--- src/rtl/mem_bus_arbiter_if.sv ---
// Bundle of the two cache-controller ports and the external memory port
// shared through mem_bus_arbiter.
interface mem_bus_arbiter_if;
    logic        m0_cs_i;
    logic        m0_we_i;
    logic [31:0] m0_addr_i;
    logic [31:0] m0_data_i;
    logic [31:0] m0_data_o;
    logic        m0_ack_o;

    logic        m1_cs_i;
    logic        m1_we_i;
    logic [31:0] m1_addr_i;
    logic [31:0] m1_data_i;
    logic [31:0] m1_data_o;
    logic        m1_ack_o;

    logic        mem_cs_o;
    logic        mem_we_o;
    logic [31:0] mem_addr_o;
    logic [31:0] mem_data_o;
    logic [31:0] mem_data_i;
    logic        mem_ack_i;

    logic [1:0]  gnt_o;
    logic        bus_err_o;

    // slave is the arbiter's view; master is the masters-plus-memory side.
    modport slave (
        input  m0_cs_i, m0_we_i, m0_addr_i, m0_data_i,
        input  m1_cs_i, m1_we_i, m1_addr_i, m1_data_i,
        input  mem_data_i, mem_ack_i,
        output m0_data_o, m0_ack_o, m1_data_o, m1_ack_o,
        output mem_cs_o, mem_we_o, mem_addr_o, mem_data_o,
        output gnt_o, bus_err_o
    );

    modport master (
        output m0_cs_i, m0_we_i, m0_addr_i, m0_data_i,
        output m1_cs_i, m1_we_i, m1_addr_i, m1_data_i,
        output mem_data_i, mem_ack_i,
        input  m0_data_o, m0_ack_o, m1_data_o, m1_ack_o,
        input  mem_cs_o, mem_we_o, mem_addr_o, mem_data_o,
        input  gnt_o, bus_err_o
    );
endinterface

--- src/rtl/mem_bus_arbiter.sv ---
// Two-master burst arbiter for the external memory bus (m0 = I-cache, m1 = D-cache)
// with a mandatory one-cycle turnaround between owners and a sticky ack-timeout flag.
module mem_bus_arbiter #(
    parameter bit          RR_EN   = 1'b0,
    parameter int unsigned TIMEOUT = 255
) (
    input  logic             clk,
    input  logic             rst,
    mem_bus_arbiter_if.slave bus
);

    typedef enum logic [1:0] {IDLE, OWN0, OWN1} state_t;

    // Counting stops one short so the flag lands in the same edge that to_cnt reaches TIMEOUT.
    localparam logic [15:0] TIMEOUT_CNT = 16'(TIMEOUT);

    state_t      state;
    state_t      state_next;
    logic        last_gnt;
    logic [15:0] to_cnt;
    logic        bus_err;
    logic        owner_cs;
    logic        enter0;
    logic        enter1;

    assign enter0 = (state == IDLE) && (state_next == OWN0);
    assign enter1 = (state == IDLE) && (state_next == OWN1);

    always_ff @(posedge clk) begin
        if (!rst) begin
            state    <= IDLE;
            last_gnt <= 1'b0;
            to_cnt   <= '0;
            bus_err  <= 1'b0;
        end else begin
            state <= state_next;
            if (enter0 || enter1) begin
                last_gnt <= enter1;
                to_cnt   <= '0;
            end else if (owner_cs) begin
                if (bus.mem_ack_i) begin
                    to_cnt <= '0;
                end else if (to_cnt != 16'hFFFF) begin
                    to_cnt <= to_cnt + 16'd1;
                end
            end
            if (owner_cs && !bus.mem_ack_i && (to_cnt >= TIMEOUT_CNT - 16'd1)) begin
                bus_err <= 1'b1;
            end
        end
    end

    always_comb begin
        state_next = state;
        case (state)
            IDLE: begin
                if (bus.m0_cs_i && bus.m1_cs_i) begin
                    state_next = (RR_EN && last_gnt) ? OWN0 : OWN1;
                end else if (bus.m1_cs_i) begin
                    state_next = OWN1;
                end else if (bus.m0_cs_i) begin
                    state_next = OWN0;
                end
            end
            OWN0:    if (!bus.m0_cs_i) state_next = IDLE;
            OWN1:    if (!bus.m1_cs_i) state_next = IDLE;
            default: state_next = IDLE;
        endcase
    end

    // Everything defaults to zero so IDLE and the non-owner see a quiet bus.
    always_comb begin
        bus.mem_cs_o   = 1'b0;
        bus.mem_we_o   = 1'b0;
        bus.mem_addr_o = '0;
        bus.mem_data_o = '0;
        bus.m0_ack_o   = 1'b0;
        bus.m0_data_o  = '0;
        bus.m1_ack_o   = 1'b0;
        bus.m1_data_o  = '0;
        bus.gnt_o      = 2'b00;
        bus.bus_err_o  = bus_err;
        owner_cs       = 1'b0;
        case (state)
            OWN0: begin
                bus.gnt_o      = 2'b01;
                bus.mem_cs_o   = bus.m0_cs_i;
                bus.mem_we_o   = bus.m0_we_i;
                bus.mem_addr_o = bus.m0_addr_i;
                bus.mem_data_o = bus.m0_data_i;
                bus.m0_ack_o   = bus.mem_ack_i;
                bus.m0_data_o  = bus.mem_data_i;
                owner_cs       = bus.m0_cs_i;
            end
            OWN1: begin
                bus.gnt_o      = 2'b10;
                bus.mem_cs_o   = bus.m1_cs_i;
                bus.mem_we_o   = bus.m1_we_i;
                bus.mem_addr_o = bus.m1_addr_i;
                bus.mem_data_o = bus.m1_data_i;
                bus.m1_ack_o   = bus.mem_ack_i;
                bus.m1_data_o  = bus.mem_data_i;
                owner_cs       = bus.m1_cs_i;
            end
            default: ;
        endcase
    end

endmodule

--- src/flat_wrapper.sv ---
// flat-port wrapper written by rule: the top's interface ports become plain ports
module mem_bus_arbiter_flat 
#(
    parameter bit          RR_EN   = 1'b0,
    parameter int unsigned TIMEOUT = 255
)
  (clk, rst, bus_m0_cs_i, bus_m0_we_i, bus_m0_addr_i, bus_m0_data_i, bus_m1_cs_i, bus_m1_we_i, bus_m1_addr_i, bus_m1_data_i, bus_mem_data_i, bus_mem_ack_i, bus_m0_data_o, bus_m0_ack_o, bus_m1_data_o, bus_m1_ack_o, bus_mem_cs_o, bus_mem_we_o, bus_mem_addr_o, bus_mem_data_o, bus_gnt_o, bus_bus_err_o);
  mem_bus_arbiter_if bus_i ();
  input  logic clk;
  input  logic rst;
  input wire logic [$bits(bus_i.m0_cs_i)-1:0] bus_m0_cs_i;
  input wire logic [$bits(bus_i.m0_we_i)-1:0] bus_m0_we_i;
  input wire logic [$bits(bus_i.m0_addr_i)-1:0] bus_m0_addr_i;
  input wire logic [$bits(bus_i.m0_data_i)-1:0] bus_m0_data_i;
  input wire logic [$bits(bus_i.m1_cs_i)-1:0] bus_m1_cs_i;
  input wire logic [$bits(bus_i.m1_we_i)-1:0] bus_m1_we_i;
  input wire logic [$bits(bus_i.m1_addr_i)-1:0] bus_m1_addr_i;
  input wire logic [$bits(bus_i.m1_data_i)-1:0] bus_m1_data_i;
  input wire logic [$bits(bus_i.mem_data_i)-1:0] bus_mem_data_i;
  input wire logic [$bits(bus_i.mem_ack_i)-1:0] bus_mem_ack_i;
  output wire logic [$bits(bus_i.m0_data_o)-1:0] bus_m0_data_o;
  output wire logic [$bits(bus_i.m0_ack_o)-1:0] bus_m0_ack_o;
  output wire logic [$bits(bus_i.m1_data_o)-1:0] bus_m1_data_o;
  output wire logic [$bits(bus_i.m1_ack_o)-1:0] bus_m1_ack_o;
  output wire logic [$bits(bus_i.mem_cs_o)-1:0] bus_mem_cs_o;
  output wire logic [$bits(bus_i.mem_we_o)-1:0] bus_mem_we_o;
  output wire logic [$bits(bus_i.mem_addr_o)-1:0] bus_mem_addr_o;
  output wire logic [$bits(bus_i.mem_data_o)-1:0] bus_mem_data_o;
  output wire logic [$bits(bus_i.gnt_o)-1:0] bus_gnt_o;
  output wire logic [$bits(bus_i.bus_err_o)-1:0] bus_bus_err_o;
  assign bus_i.m0_cs_i = bus_m0_cs_i;
  assign bus_i.m0_we_i = bus_m0_we_i;
  assign bus_i.m0_addr_i = bus_m0_addr_i;
  assign bus_i.m0_data_i = bus_m0_data_i;
  assign bus_i.m1_cs_i = bus_m1_cs_i;
  assign bus_i.m1_we_i = bus_m1_we_i;
  assign bus_i.m1_addr_i = bus_m1_addr_i;
  assign bus_i.m1_data_i = bus_m1_data_i;
  assign bus_i.mem_data_i = bus_mem_data_i;
  assign bus_i.mem_ack_i = bus_mem_ack_i;
  assign bus_m0_data_o = bus_i.m0_data_o;
  assign bus_m0_ack_o = bus_i.m0_ack_o;
  assign bus_m1_data_o = bus_i.m1_data_o;
  assign bus_m1_ack_o = bus_i.m1_ack_o;
  assign bus_mem_cs_o = bus_i.mem_cs_o;
  assign bus_mem_we_o = bus_i.mem_we_o;
  assign bus_mem_addr_o = bus_i.mem_addr_o;
  assign bus_mem_data_o = bus_i.mem_data_o;
  assign bus_gnt_o = bus_i.gnt_o;
  assign bus_bus_err_o = bus_i.bus_err_o;
  mem_bus_arbiter #(.RR_EN(RR_EN), .TIMEOUT(TIMEOUT)) u_core (.clk(clk), .rst(rst), .bus(bus_i));
endmodule
--- config.mk ---
export PLATFORM = sky130hd
export DESIGN_NAME = mem_bus_arbiter_flat
export DESIGN_NICKNAME = d
export VERILOG_FILES = /design/src/rtl/mem_bus_arbiter_if.sv /design/src/rtl/mem_bus_arbiter.sv /design/src/flat_wrapper.sv
export SDC_FILE = /design/constraint.sdc
export NUM_CORES = 1
export LEC_CHECK = 0
export CAP_MARGIN = 20
export CORE_AREA = 2 2 118 120
export DETAILED_ROUTE_END_ITERATION = 10
export DIE_AREA = 0 0 120 122
export GPL_TIMING_DRIVEN = 0
export PLACE_DENSITY = 0.65
export SETUP_SLACK_MARGIN = 0.1
export SLEW_MARGIN = 20
export SYNTH_ARGS = -nofsm -noshare
export SYNTH_HDL_FRONTEND = slang
export SYNTH_SLANG_ARGS = --single-unit
--- constraint.sdc ---
create_clock -name clk -period 2.43 [get_ports clk]
set_clock_uncertainty 0.15 [all_clocks]
set_input_delay 0.486 -clock clk [delete_from_list [all_inputs] [get_ports clk]]
set_output_delay 0.486 -clock clk [all_outputs]
set_load 0.01 [all_outputs]
* After elaboration in Yosys (flattened, before gate mapping)
Cells that the tools add are included.
** Storage, ports and cells
- Flip-flop bits (word level) :: 19
- Word-level logic and storage cells :: 39
- Output and inout bits :: 135
** Cells by class
- Multiplexer cells :: 17
- Reduce and logical (&&, ||, !) cells :: 11
- Bitwise operators :: 1
- Order comparisons :: 1
- Add/sub/neg operators :: 1
- Equality and inequality tests :: 5
** Operator list (count)
- case mux 32 bit (2 select lines) :: 2
- 2-to-1 mux 32 bit :: 2
- 2-to-1 mux 16 bit :: 2
- adder 16 x 1 -> 16 bit (second input constant) :: 1
- greater-or-equal comparator 16 x 8 -> 1 bit (second input constant) :: 1
- inequality test 16 bit (second input constant) :: 1
- 2-to-1 mux 2 bit :: 5
- case mux 2 bit (3 select lines) :: 1
- logical AND 1 bit :: 5
- == test 2 x 1 -> 1 bit (second input constant) :: 2
- == test 2 bit (second input constant) :: 2
- case mux 1 bit (2 select lines) :: 2
- case mux 2 bit (2 select lines) :: 1
- zero test 2 bit :: 1
- 2-to-1 mux 1 bit :: 2
- AND reduction 2 bit :: 1
- nonzero test 2 bit :: 1
- OR reduction 2 bit :: 1
- zero test 1 bit :: 1
- logical OR 1 bit :: 1
- NOT 1 bit :: 1

* Depth between registers and ports, before layout
Gate-level depths: netlist of the first run.
- Depth after elaboration :: 8
- Depth in mapped cells :: 9

* Worst setup path after synthesis of the first run
OpenSTA, ideal clock, no wires.
- Path type :: reg-to-reg
- Start point :: register u_core.state[1]
- End point :: register u_core.to_cnt[0]
- Setup time :: 0.117 ns
- Stages on the path, launching flop included :: 10
- Clock period less this slack :: 2.182 ns
- Data required time :: 2.163 ns
- Arrival :: 1.915 ns
- Buffers on the path :: 2
- Slack :: 0.248 ns
- Path through :: dfxtp_1 > inv_1 > ha_1 > buf_4 > mux2_2 > a22oi_2 > xor2_1 > o21ai_2 > buf_2 > nor2_1
** On the way
- Longest elaborated chain between the ends :: 8
- Elaborated cells between the ends (all ways) :: 17
- Classes of those cells :: eq/ne: 4; mux: 7; reduce/logical: 6
** RTL lines
- start, declared :: RTL line mem_bus_arbiter.sv:17 : state_t state;
- start signal, assigned :: RTL line mem_bus_arbiter.sv:36 : state <= state_next;
- 2-to-1 mux 2 bit :: RTL line mem_bus_arbiter.sv:61 : end else if (bus.m0_cs_i) begin
- 2-to-1 mux 2 bit :: RTL line mem_bus_arbiter.sv:59 : end else if (bus.m1_cs_i) begin
- 2-to-1 mux 2 bit :: RTL line mem_bus_arbiter.sv:57 : if (bus.m0_cs_i && bus.m1_cs_i) begin
- case mux 2 bit (3 select lines) :: RTL line mem_bus_arbiter.sv:55 : case (state)
- == test 2 x 1 -> 1 bit / == test 2 bit (equally long branches) :: RTL line mem_bus_arbiter.sv:26, mem_bus_arbiter.sv:27
- logical AND 1 bit, on equally long branches :: RTL line mem_bus_arbiter.sv:26, mem_bus_arbiter.sv:27
- logical OR 1 bit :: RTL line mem_bus_arbiter.sv:37 : if (enter0 || enter1) begin
- OR reduction 2 bit (no line)
- end signal, assigned :: RTL line mem_bus_arbiter.sv:44 : to_cnt <= to_cnt + 16'd1;
- end, declared :: RTL line mem_bus_arbiter.sv:20 : logic [15:0] to_cnt;
Parallel ways exist; a longest one is shown, timed or not.
A chain may end at the register's enable or synchronous reset.

* Final worst setup path of the first run
- Start point :: register u_core.state[0]
- End point :: output port bus_m1_data_o[26]
** On the way
- Longest elaborated chain between the ends :: 2
** RTL lines
- == test 2 bit :: RTL line mem_bus_arbiter.sv:84 : case (state)
- 2-to-1 mux 32 bit :: RTL line mem_bus_arbiter.sv:84
- end, declared :: RTL line flat_wrapper.sv:23 : output wire logic [$bits(bus_i.m1_data_o)-1:0] bus_m1_data_o;
Every way passes these cells.

==> results.md, run 1 <==
- The run finished with clean final reports.
- The number of antenna diodes in the final layout is 0.
- In this run the power density over the cells is 274 nW/µm².
- In this run the tightest slew margin relative to its limit is between 70% and 80%.
- Setup repair after global routing could not meet its margin everywhere.
- The via count of the first global-routing pass is 4119.
- Leaving out filler cells and counting taps, the final layout contains 863.
- The cell area after technology mapping is about 2600 µm².
- The post-layout instance area is 6170 µm².
- Pin placement for this block handled about 300 I/O pins.
- The net switching power figure is 540 µW.
- The length of the first detailed-routing pass in iterations is 4.
- The met2 usage is 34.5%.
- Summed over its instances, the top area cell type makes up 18.9% of the synthesized netlist area.
- The commonest cells after synthesis are 67 x nor2b_1, 66 x and2_1, 65 x a22oi_1, 28 x clkbuf_1, 19 x dfxtp_1.
- The final count of pins violating max slew was 0.
- In this run the worst hold path is classified as register to register.
- Setup violations remaining at the end of the flow were counted as 0.
- At the pin with the least slew margin, the transition time is 408 ps.
- In the final layout, flip-flops and latches occupy roughly 390 µm².
- The post-detailed-route via-to-cell ratio is 4.76.
- The number of different library cells in the post-synthesis netlist is 43.
- For this run, design rule violations remaining after detail routing come to 0.
- Once detail routing completed, the nets flagged for antenna violations numbered 0.
- The total count of hold-check failures in the final report came to 0.
- Measured along the x axis, the die boundary spans 120 µm.
- The vertical extent of the die is 122 µm.
- Yosys attributes the largest share of cell area to a22oi_1 19%, nor2b_1 16%, and2_1 16%, dfxtp_1 15%, clkbuf_1 4.1%.
- After clock tree synthesis, the clock-pin slew on the worst setup and hold paths is 50 ps.
- The initial antenna violation count is 0.
- The synthesized netlist net count is 540.
- A synthesized cell averages 7.07 µm².
- The row count is 43.
- On the final layout, the worst hold slack is between 300 and 400 ps.
- After global routing the overflow that remains totals 0.
- The share of the yosys chip area belonging to registers is 14.7%.
- The clock latency on the worst-skew pair is approximately 250 ps.
- The count of max-cap constraint violations is 0.
- The final setup TNS is 0 ps.
- For this design, the CTS-stage hold fixing added 0 buffers.
- Sequential cells burn 18.9% of the power.
- The number of enable-type register cells in the synthesized netlist is 0.
- The number of buffers on the longest clock path is 2.
- The violation count after the first detailed-route iteration is about 180.
- The met1 track demand over resource in global routing is 25.9%.
- The internal power of the cells totals 1150 µW.
- After layout, the minimum clock period comes to 2320 ps.
- The die covers about 15000 µm².
- The end-of-flow core utilization is 45.7%.
- The fmax is roughly 0.43 GHz.
- The average wire length per cell after detail routing is 18.6 µm.
- The post-route netlist has 29.7% of its cells at a drive strength greater than 1.
- For this run, the leading register cell type out of synthesis is dfxtp_1.
- TritonCTS built the clock tree.
- The first-pass GRT wire length is around 23000 µm.
- In this run the most used layer during global routing was met2.
- The number of nets in the final layout is 858.
- The switching part of the total power is 32.0%.
- Yosys printed 0 warnings.
- The global router's overall resource usage is 20.4%.
- In the final layout, the multi-input gates occupy about 2300 µm².
- The arrival time at the worst endpoint is between 1500 and 2000 ps.
- The setup path with the least slack is of type register to output port.
- Clock tree synthesis selected as its root buffer the cell clkbuf_16.
- The clock net in this run drives a total of 19 sinks.
- The peak supply drop is roughly 0.24 mV.
- The number of I/O port buffers is 301.
- The kind of launch point of the worst setup path is a register.
- Entering global routing, the biggest net connects 12 pins.
- The critical path required time is 1790 ps.
- Summing all placed instances gives a cell area of slightly below 6000 µm².
- Global routing used 5.10% of the available met3 tracks.
- The most used standard cell by instance count after synthesis is nor2b_1.
- In this run the static leakage power is 0.00256 µW.
- The via count of the routed design is ~4000.
- The initial standard-cell utilization of the core is 19.2%.
- After synthesis the netlist holds a flip-flop and latch count of 19.
- The count of fill cells added during filler insertion is between 1000 and 1500.
- The worst setup path is captured at an output port.
- After technology mapping, the gate count stands at 366.
- The cell type with the largest total area after synthesis is a22oi_1.
- Of all nets on the critical path, the largest fanout is 10.
- The share of total power dissipated in the clock network is 19.9%.
- After synthesis, the share of flip-flops with an asynchronous set or reset is 0%.
- CTS built an H-tree with a depth of 1.
- From synthesis to final layout, the design area changed by 138%.
- The core region is 13500 µm².
- The number of instances in the placed design is around 850.
- The HPWL after detailed placement is 13100 µm.
- Per report_power, the combinational group accounts for 61.1% of the total.
- The routed wire length is 16100 µm.
- Buffers inserted during clock tree synthesis total 3.
- In the finished design, the share of the clock period the worst path needs comes to between 90% and 100%.
- The final weighted congestion in routability-driven placement is 0.880.
[cell type report]
class / instances / share of cell area (%)
repair buffers: 313 / 43.1
multi-input cells: 308 / 36.8
plain buffers: 34 / 8.40
flip-flops and latches: 19 / 6.29
well taps: 180 / 3.65
clock buffers: 3 / 1.22
inverters: 5 / 0.385
clock inverters: 1 / 0.0812
[stage by stage]
step	setup slack (ps)	power, µW
floorplan	248	665
global placement	-742	1230
detailed placement	-711	1240
CTS	64.2	1670
global route	38.8	1780
finish	114	1690
[flip-flops by register name (all words and copies together) (netlist names)]
signal	count
u_core.to_cnt	16
u_core.state	2
u_core.bus.bus_err_o	1
[power by group through the flow]
stage / Clock [µW] / Combinational (µW) / Sequential, µW
floorplan: 0 / 341 / 325
global placement: 0 / 901 / 325
detailed placement: 0 / 912 / 326
CTS: 345 / 1010 / 319
global route: 357 / 1100 / 320
finish: 337 / 1030 / 319
[metal layers]
| metal | wire length (µm) | share of wire, % |
|---|---|---|
| met4 | 325 | 2.0 |
| met1 | 6620 | 41 |
| met5 | 0 | 0 |
| met3 | 1400 | 8.7 |
| met2 | 7710 | 48 |
[what timing repair did]
| item | in CTS | in global routing |
|---|---|---|
| resized for setup | 475 | 96 |
| endpoints found under the setup margin | 142 | 89 |
| buffers inserted | 5 | 4 |
| cloned | 2 | 1 |
| pin swaps | 5 | 6 |
[cell families after synthesis]
logic type	count (synthesis)	synth area share, %
muxes	3	1.21
AOI/OAI and AO/OA	107	28.9
DFF	19	14.7
adders and majority gates	7	3.38
and+or+nand+nor	190	45.2
buffers and inverters	39	6.24
xor gates and xnor gates	1	0.339
[cells in the final DEF, fill, tap and decap left out, types with 4 or more instances in the layout]
| master | n |
|---|---|
| or3_1 | 5 |
| clkdlybuf4s50_1 | 168 |
| buf_4 | 12 |
| clkbuf_2 | 25 |
| dfxtp_1 | 17 |
| clkdlybuf4s15_1 | 4 |
| nand4_1 | 4 |
| buf_2 | 64 |
| nor3_1 | 4 |
| nand3_1 | 4 |
| and2_1 | 65 |
| a21oi_1 | 15 |
| nor2b_1 | 55 |
| clkbuf_8 | 14 |
| buf_6 | 6 |
| buf_8 | 5 |
| dlygate4sd2_1 | 27 |
| o21ai_0 | 8 |
| ha_1 | 4 |
| nor2_1 | 9 |
| a22oi_2 | 22 |
| nor2b_2 | 10 |
| and3_1 | 5 |
| clkdlybuf4s15_2 | 13 |
| a22oi_1 | 44 |
| nand2_1 | 6 |
| a31oi_1 | 7 |
| clkbuf_16 | 10 |
| and4_1 | 4 |
[worst max-delay path, stage by stage (launching register included)]
cell	delay (ps)
dfxtp_4	380
inv_4	50
ha_4	160
buf_6	140
clkbuf_16	160
clkbuf_8	150
and2_1	160
clkdlybuf4s15_2	220
[worst paths after layout]
check                  startpoint                    to  slack [ps]  cells after the start
max               u_core.state[0]     bus_m1_data_o[26]         110                      7
min          u_core.bus.bus_err_o  u_core.bus.bus_err_o         320                      1
max reg2reg       u_core.state[1]      u_core.to_cnt[8]         210                      9
min reg2reg  u_core.bus.bus_err_o  u_core.bus.bus_err_o         320                      1
(Power assumes the default switching activity.)
==> inputs of run 2 (changes only) <==
--- a/config.mk
+++ b/config.mk
@@ -6,12 +6,16 @@
 export NUM_CORES = 1
 export LEC_CHECK = 0
 export CAP_MARGIN = 20
-export CORE_AREA = 2 2 118 120
+export CELL_PAD_IN_SITES_DETAIL_PLACEMENT = 0
+export CELL_PAD_IN_SITES_GLOBAL_PLACEMENT = 1
+export CORE_MARGIN = 1.5
+export CORE_UTILIZATION = 17
+export CTS_CLUSTER_SIZE = 25
 export DETAILED_ROUTE_END_ITERATION = 10
-export DIE_AREA = 0 0 120 122
 export GPL_TIMING_DRIVEN = 0
-export PLACE_DENSITY = 0.65
+export PLACE_DENSITY = 0.87
 export SETUP_SLACK_MARGIN = 0.1
+export SKIP_LAST_GASP = 1
 export SLEW_MARGIN = 20
 export SYNTH_ARGS = -nofsm -noshare
 export SYNTH_HDL_FRONTEND = slang
==> run 2 against run 1 <==
Compared with the run above:
- non-clock buffer count down 1
- core utilization down 3.8 points
- maximum frequency down 0.26%
- global-route usage down 2.8 points
- largest cell class unchanged
- register-to-register slack better by 40 ps
- first-iteration DRC count up 2.3%
- combinational power about the same
- largest power group unchanged
- routed wire length down 5.0%
- clock-buffer cell count unchanged
==> results.md, run 2 (synthesized netlist as in run 1, its figures left out) <==
- The flow ran to the end, and the final reports show no timing, DRC or antenna violations.
- The global-route congestion overflow total is 0 (unchanged).
- The area occupied by registers is 388 µm² (unchanged).
- The static power due to leakage came to 0.00254 µW (-0.77%).
- The die boundary width is 126 µm (+5.3%).
- The share of power burned in registers is 18.8% (about the same).
- The post-detailed-route via-to-cell ratio came to 4.63 (-2.8%).
- The final count of pins violating max slew is 0 (unchanged).
- The part of the power in the clock network is 20.9% (+1.0 points).
- The switching part of the total power is 32.4% (+0.45 points).
- Setup repair after global routing could not meet its margin everywhere.
- The cell count of the worst hold path is 1 (unchanged).
- The via count of the routed design is 4013 (-2.4%).
- The flip-flop count of the largest register after layout is 16 (unchanged).
- The count of antenna-violating nets left after detailed routing is 0 (unchanged).
- The initial antenna violation count is 0 (unchanged).
- Leaving out fill and tap cells, the most frequent cells in the layout are 168 x clkdlybuf4s50_1, 63 x nor2b_1, 63 x and2_1.
- The number of I/O port buffers is 301 (unchanged).
- The overall die area came to 16000 µm² (+9.1%).
- Leaving out fill and tap cells, the most frequent cell in the layout is clkdlybuf4s50_1.
- The number of remaining DRC errors is 0 (unchanged).
- The largest driver fanout on the critical path is 10 (unchanged).
- The fraction of final layout cells sized beyond drive strength 1 is 29.3% (-0.40 points).
- The final weighted congestion in routability-driven placement is 0.816 (-7.2%).
- The net switching power figure is 550 µW (+1.8%).
- The area growth from synthesis to layout is 138%.
- The count of fill cells added during filler insertion is 1582 (+16%).
- The global router's overall resource usage is 17.6% (-2.8 points).
- The count of cells along the worst register-to-register path is 7 (-2).
- The end of the worst register-to-register path is u_core.to_cnt[7].
- In this run the worst hold path is classified as register to register.
- The vertical extent of the die was 126 µm (+3.6%).
- The post-placement worst setup slack is -731 ps (-20.4 ps).
- The total area of multi-input combinational cells is 2290 µm² (+0.99%).
- The initial standard-cell utilization of the core is 17.6% (-1.6 points).
- The first-pass GRT wire length came to 22200 µm (-3.8%).
- The pin count of the biggest net entering global routing is 12 (unchanged).
- The slowest stage of the critical path is the dfxtp_4 cell.
- The peak supply drop came to 0.220 mV (-6.9%).
- The critical path required time is 1790 ps (about the same).
- The cell area power density is 275 nW/µm² (+0.52%).
- The number of nets in the final layout is 857 (-0.12%).
- The core region area came to 14700 µm² (+8.8%).
- The row count is 44 (+2.3%).
- The clock latency on the worst-skew pair was 260 ps (about the same).
- The transition time at the pin with the least slew margin is 371 ps (-37.5 ps).
- The final setup violation count was 0 (unchanged).
- The standard cell area after detailed placement is 5830 µm² (about the same).
- The via count of the first global-routing pass came to 3909 (-5.1%).
- TritonCTS built the clock tree.
- The number of buffers and inverters on the critical path is 4 (-1).
- The final worst-path setup slack is 108 ps (-6.15 ps).
- The register containing the most flip-flops in the final layout is u_core.to_cnt.
- The TritonCTS buffer count is 3 (unchanged).
- The clock edge transition at the registers on the reported setup and hold paths is 60 ps (about the same).
- The routed wire length is 15300 µm (-5.0%).
- The final setup TNS is 0 ps (unchanged).
- The number of instances in the placed design is 851 (+0.47%).
- The register-to-register setup slack came to 250 ps (+40 ps).
- The average wire length per cell after detail routing is 17.6 µm (-5.4%).
- The kind of cell with the highest combined delay along the critical path is buffers and inverters.
- The post-layout instance area was 6160 µm² (-0.16%).
- The final cell count without fillers is 867 (+0.46%).
- The internal power component is 1140 µW (-0.30%).
- The maximum single-stage delay on the critical path is 380 ps (about the same).
- The fmax is 0.431 GHz (-0.26%).
- The I/O pin total came to 302 (unchanged).
- The worst hold path terminates at u_core.bus.bus_err_o.
- The capturing element type of the critical path is an output port.
- The critical path is of the register to output port type.
- The worst setup path is launched from a register.
- The final period demand of the worst path is 2320 ps (+6.15 ps).
- The startpoint of the most critical hold path is u_core.bus.bus_err_o.
- The share of the clock period used by the worst path after layout is 95.6% (+0.25 points).
- The arrival time at the worst endpoint came to 1690 ps (about the same).
- The number of buffers on the longest clock path is 2 (unchanged).
- In this run the worst setup path begins at u_core.state[0].
- The total count of hold-check failures in the final report was 0 (unchanged).
- The length of the first detailed-routing pass in iterations is 4 (unchanged).
- The portion of total power attributed to combinational logic is 60.3% (-0.8 points).
- The number of clock sinks is 19 (unchanged).
- The count of H-tree levels built during CTS was 1 (unchanged).
- The tree is rooted in a clkbuf_16.
- The worst slew margin relative to its limit is 75.1% (+2.5 points).
- The count of max-cap constraint violations is 0 (unchanged).
- In this run the critical register-to-register path is launched from u_core.to_cnt[1].
- Traced cell by cell, the critical path runs through inv_4, ha_4, buf_8, clkbuf_16, a22oi_1, nor2b_1, dlygate4sd2_1.
- The HPWL after detailed placement is 12100 µm (-7.9%).
- The violation count after the first detailed-route iteration came to 180 (+2.3%).
==> run 2: cell count changes in the layout (fill, tap and decap cells not counted), sizes merged <==
| cell | before | now |
|---|---|---|
| buf | 88 | 67 |
| clkbuf | 50 | 71 |
| dlygate4sd2 | 27 | 30 |
| clkdlybuf4s15 | 17 | 13 |
| diode | 0 | 1 |
==> run 2: metal layers <==
| metal | routed length, µm | up-vias | GRT usage (%) |
|---|---|---|---|
| met5 | 0 | - | 0 |
| met4 | 260 | 0 | 3.65 |
| met3 | 1050 | 17 | 3.50 |
| met2 | 7790 | 210 | 32.0 |
| met1 | 6160 | 1828 | 21.5 |
| li1 | - | 1958 | - |
==> run 2: metrics by stage <==
step	hold slack (ps)	power (µW)	util, %
3_5_place_dp	307	1230	39.7
6_report	317	1690	41.9
3_3_place_gp	304	1230	39.7
5_1_grt	361	1780	41.9
2_1_floorplan	326	665	-
4_1_cts	320	1680	42.9
==> run 2: worst max-delay path by stage <==
stage	end	slack [ps]	depth (start not counted)
floorplan	u_core.to_cnt[0]	250	9
global placement	bus_mem_data_o[22]	-690	6
detailed placement	bus_mem_data_o[22]	-730	6
CTS	bus_mem_addr_o[27]	-10	8
global route	bus_mem_addr_o[17]	30	7
finish	bus_mem_data_o[15]	110	7
==> run 2: timing repair <==
item                                   CTS  global route
endpoints found under the hold margin    0             0
cloned                                   2             1
resized for setup                      388           150
hold buffers                             0             0
pin swaps                                2             3
buffers inserted                         7             2
setup endpoints to repair              143           108
==> run 2: power groups by stage <==
| stage | Sequential [µW] | Clock [µW] | Combinational, µW |
|---|---|---|---|
| final | 319 | 354 | 1020 |
| after global routing | 319 | 370 | 1100 |
| after CTS | 319 | 358 | 1000 |
| after detailed placement | 326 | 0 | 904 |
| after global placement | 326 | 0 | 905 |
| after floorplan | 325 | 0 | 341 |
==> run 2: final cells by class <==
type                       instances  share of cell area (%)
multi-input combinational        308                    37.3
inverter                           5                   0.386
tap                              184                    3.74
antenna                            1                  0.0406
clock buffer                       3                    1.22
timing repair buffer             313                    43.0
clock inverter                     1                  0.0813
sequential                        19                    6.30
buffer                            33                    7.97
==> inputs of run 3 (changes only) <==
--- a/config.mk
+++ b/config.mk
@@ -5,15 +5,16 @@
 export SDC_FILE = /design/constraint.sdc
 export NUM_CORES = 1
 export LEC_CHECK = 0
+export ABC_AREA = 1
 export CAP_MARGIN = 20
 export CELL_PAD_IN_SITES_DETAIL_PLACEMENT = 0
 export CELL_PAD_IN_SITES_GLOBAL_PLACEMENT = 1
 export CORE_MARGIN = 1.5
-export CORE_UTILIZATION = 17
+export CORE_UTILIZATION = 16
 export CTS_CLUSTER_SIZE = 25
 export DETAILED_ROUTE_END_ITERATION = 10
 export GPL_TIMING_DRIVEN = 0
-export PLACE_DENSITY = 0.87
+export PLACE_DENSITY = 0.84
 export SETUP_SLACK_MARGIN = 0.1
 export SKIP_LAST_GASP = 1
 export SLEW_MARGIN = 20
==> run 3 against run 2 <==
Compared with the run above:
- maximum frequency fell by 3.4%
- global-route usage fell by 1.7 points
- clock power fell by 1%
- sequential power barely moved
- first-iteration DRC count fell by 26%
- sequential share of layout area fell by 0.22 points
- critical endpoint is now bus_mem_addr_o[6]
==> results.md, run 3 <==
- The run finished with clean final reports.
- The count of H-tree levels built during CTS came to 1 (unchanged).
- The post-detailed-route via-to-cell ratio is 4.02 (-13%).
- The count of cells along the worst register-to-register path came to 14 (+7).
- The most used standard cell by instance count after synthesis is nand2_1.
- The cell count after synthesis came to 595 (+63%).
- The warning count from the yosys run was 0 (unchanged).
- The clock latency on the worst-skew pair is 250 ps (about the same).
- The startpoint of the most critical hold path is u_core.bus.bus_err_o.
- The global router's overall resource usage came to 15.9% (-1.7 points).
- The start-to-end type of the worst setup path is register to output port.
- The die boundary width is 137 µm (+8.7%).
- The post-synthesis sequential element count is 19 (unchanged).
- The synthesized netlist net count is 769 (+42%).
- The number of enable-type register cells in the synthesized netlist is 0 (unchanged).
- The HPWL after detailed placement is 13800 µm (+15%).
- The final count of pins violating max slew was 0 (unchanged).
- The routed wire length is 16900 µm (+11%).
- Walking the worst path, the cells encountered are inv_2, ha_2, buf_6, clkbuf_4, nand2_1, a21oi_4, clkdlybuf4s15_2.
- The critical path required time came to 1790 ps (about the same).
- The area growth from synthesis to layout is 121%.
- The number of instances in the placed design is 1121 (+32%).
- The overall die area came to 18900 µm² (+18%).
- The pin count of the biggest net entering global routing is 11 (-1).
- The initial antenna violation count was 0 (unchanged).
- The worst slew margin relative to its limit is 68.6% (-6.5 points).
- The final setup violation count was 0 (unchanged).
- The post-placement worst setup slack is -969 ps (-238 ps).
- The cell type with the largest total area after synthesis is nand2_1.
- The global-route congestion overflow total is 0 (unchanged).
- The maximum single-stage delay on the critical path is 360 ps (-20 ps).
- The average wire length per cell after detail routing was 14.8 µm (-16%).
- The final cell count without fillers is 1139 (+31%).
- The initial standard-cell utilization of the core is 16.5% (-1.1 points).
- The count of antenna-violating nets left after detailed routing is 0 (unchanged).
- The number of buffers on the longest clock path is 2 (unchanged).
- The async set or reset register ratio after synthesis was 0% (unchanged).
- The TritonCTS buffer count is 3 (unchanged).
- The terminating pin of the worst hold path is u_core.bus.bus_err_o.
- The final worst-path setup slack is 25.5 ps (-82.0 ps).
- The worst-case hold slack is 381 ps (+64.7 ps).
- The cell area power density is 258 nW/µm² (-6.4%).
- The first-pass GRT wire length came to 23200 µm (+4.5%).
- The fmax is 0.416 GHz (-3.4%).
- The capturing element type of the critical path is an output port.
- The share of the yosys chip area belonging to registers is 13.2% (-1.5 points).
- The number of different library cells in the post-synthesis netlist came to 26 (-40%).
- The slowest cell on the critical path is dfxtp_4.
- The largest driver fanout on the critical path is 10 (unchanged).
- Setup repair after global routing could not meet its margin everywhere.
- The core region area is 17500 µm² (+19%).
- The static power due to leakage is 0.00332 µW (+31%).
- The number of I/O port buffers is 301 (unchanged).
- The tightest min-delay check is of the register to register type.
- The register containing the most flip-flops in the final layout is u_core.to_cnt.
- The cell area after technology mapping is 2890 µm² (+12%).
- The total count of hold-check failures in the final report is 0 (unchanged).
- The clock edge transition at the registers on the reported setup and hold paths is 50 ps (about the same).
- The origin of the critical flop-to-flop path is u_core.state[1].
- The final period demand of the worst path is 2400 ps (+82.0 ps).
- The register-to-register setup slack is 390 ps (+140 ps).
- The row count is 48 (+9.1%).
- The arrival time at the worst endpoint is 1770 ps (+80 ps).
- The cell count of the worst hold path came to 2 (+1).
- The share of the clock period used by the worst path after layout is 99.0% (+3.4 points).
- The number of nets in the final layout came to 1089 (+27%).
- The antenna diode count is 0 (-1).
- By count the netlist is led by 280 x nand2_1, 95 x inv_1, 67 x a21oi_1, 41 x nor2_1, 24 x clkbuf_1.
- TritonCTS built the clock tree.
- The kind of launch point of the worst setup path is a register.
- The number of remaining DRC errors is 0 (unchanged).
- The count of fill cells added during filler insertion was 2017 (+27%).
- The end of the worst register-to-register path is u_core.to_cnt[12].
- The area share of the largest cell type after synthesis came to 36.4% (+18 points).
- The fraction of final layout cells sized beyond drive strength 1 is 21.1% (-8.2 points).
- The final setup TNS was 0 ps (unchanged).
- The per-instance average area after synthesis is 4.85 µm² (-31%).
- The final weighted congestion in routability-driven placement is 0.827 (+1.3%).
- Sorting the synthesized cells by area gives the leading types as nand2_1 36%, dfxtp_1 13%, inv_1 12%, a21oi_1 12%, nor2_1 5.3%.
- The count of max-cap constraint violations came to 0 (unchanged).
- The most common cell after layout, fill and taps aside is nand2_1.
- The total chip power came to 1640 µW (-3.0%).
- The peak supply drop came to 0.263 mV (+19%).
- The violation count after the first detailed-route iteration was 134 (-26%).
- The number of clock sinks is 19 (unchanged).
- The via count of the first global-routing pass is 4167 (+6.6%).
- The leading register cell type out of synthesis is dfxtp_1.
- The top cell types in the final layout, fill and taps aside, are 278 x nand2_1, 168 x clkdlybuf4s50_1, 93 x inv_1.
- The I/O pin total was 302 (unchanged).
- The via count of the routed design is 4581 (+14%).
- The flip-flop count of the largest register after layout is 16 (unchanged).
- Clock tree synthesis selected as its root buffer the cell clkbuf_16.
- The length of the first detailed-routing pass in iterations is 4 (unchanged).
- The vertical extent of the die is 137 µm (+8.7%).
- The transition time at the pin with the least slew margin is 471 ps (+100 ps).
-- run 3: changes by cell type after synthesis, moves of 5 or more --
cell,change
a21oi_1,+51
a22oi_1,-65
a31oi_1,-7
and2_1,-66
and3_1,-5
inv_1,+90
nand2_1,+273
nand3_1,+15
nor2_1,+32
nor2b_1,-67
o21ai_0,-7
or3_1,-5
-- run 3: what timing repair did --
action | CTS | global route
endpoints found under the setup margin | 132 | 119
hold buffers | 0 | 0
gates cloned | 0 | 1
resized for setup | 376 | 151
hold endpoints to repair | 0 | 0
pin swaps | 1 | 2
setup buffers | 11 | 4
-- run 3: cells by family (layout without fill, tap and decap cells) --
kind of cell,count (synthesis),after routing,share of synthesized area [%]
fa+ha+maj,7,7,3.03
flops,19,19,13.2
compound gates,71,71,12.7
buf+inv,131,450,18.2
simple gates,366,366,52.6
xor+xnor,1,1,0.303
-- run 3: cell type report --
| type | count | area [µm²] | area share (%) |
|---|---|---|---|
| clock buffers | 4 | 78.8 | 1.24 |
| well taps | 225 | 282 | 4.42 |
| repair buffers | 317 | 2740 | 42.9 |
| plain buffers | 32 | 432 | 6.77 |
| inverters | 97 | 372 | 5.83 |
| multi-input cells | 445 | 2090 | 32.7 |
| flip-flops and latches | 19 | 388 | 6.08 |
-- run 3: worst max-delay path by stage --
stage	startpoint	end	slack (ps)	cells past startpoint
3_5_place_dp	u_core.state[1]	bus_mem_addr_o[26]	-970	7
3_3_place_gp	u_core.state[0]	bus_mem_addr_o[26]	-940	7
6_report	u_core.state[1]	bus_mem_addr_o[6]	30	7
4_1_cts	u_core.state[1]	bus_mem_addr_o[26]	-100	7
5_1_grt	u_core.state[0]	bus_m1_data_o[13]	-40	9
2_1_floorplan	u_core.state[1]	bus_m0_data_o[11]	280	7
-- run 3: stage by stage --
stage	util, %	area [µm²]
after floorplan	-	2890
after global placement	35.4	6180
after detailed placement	35.4	6180
after CTS	37.3	6520
after global routing	36.5	6380
final	36.5	6380
-- run 3: power by group --
group / internal, µW / leakage [µW] / switching [µW]
Sequential: 314 / 0.000155 / 3.86
Combinational: 527 / 0.00313 / 447
Clock: 224 / 0.0000382 / 126
Total: 1070 / 0.00332 / 578
-- run 3: metal layers --
layer | global-route usage, % | vias to the layer above | wire, µm
met5 | 0 | - | 0
met4 | 1.70 | 0 | 138
met3 | 2.91 | 11 | 1130
met2 | 30.2 | 133 | 8680
met1 | 19.1 | 2020 | 6910
li1 | - | 2417 | -
-- run 3: worst max-delay path, delay by kind of cell, from the launching register on --
kind                     cells  cell delay, ps
adder cells (fa/ha/maj)      1             180
AND/OR/NAND/NOR              1             110
AO/OA/AOI/OAI                1             190
flip-flops                   1             360
buffers and inverters        4             670
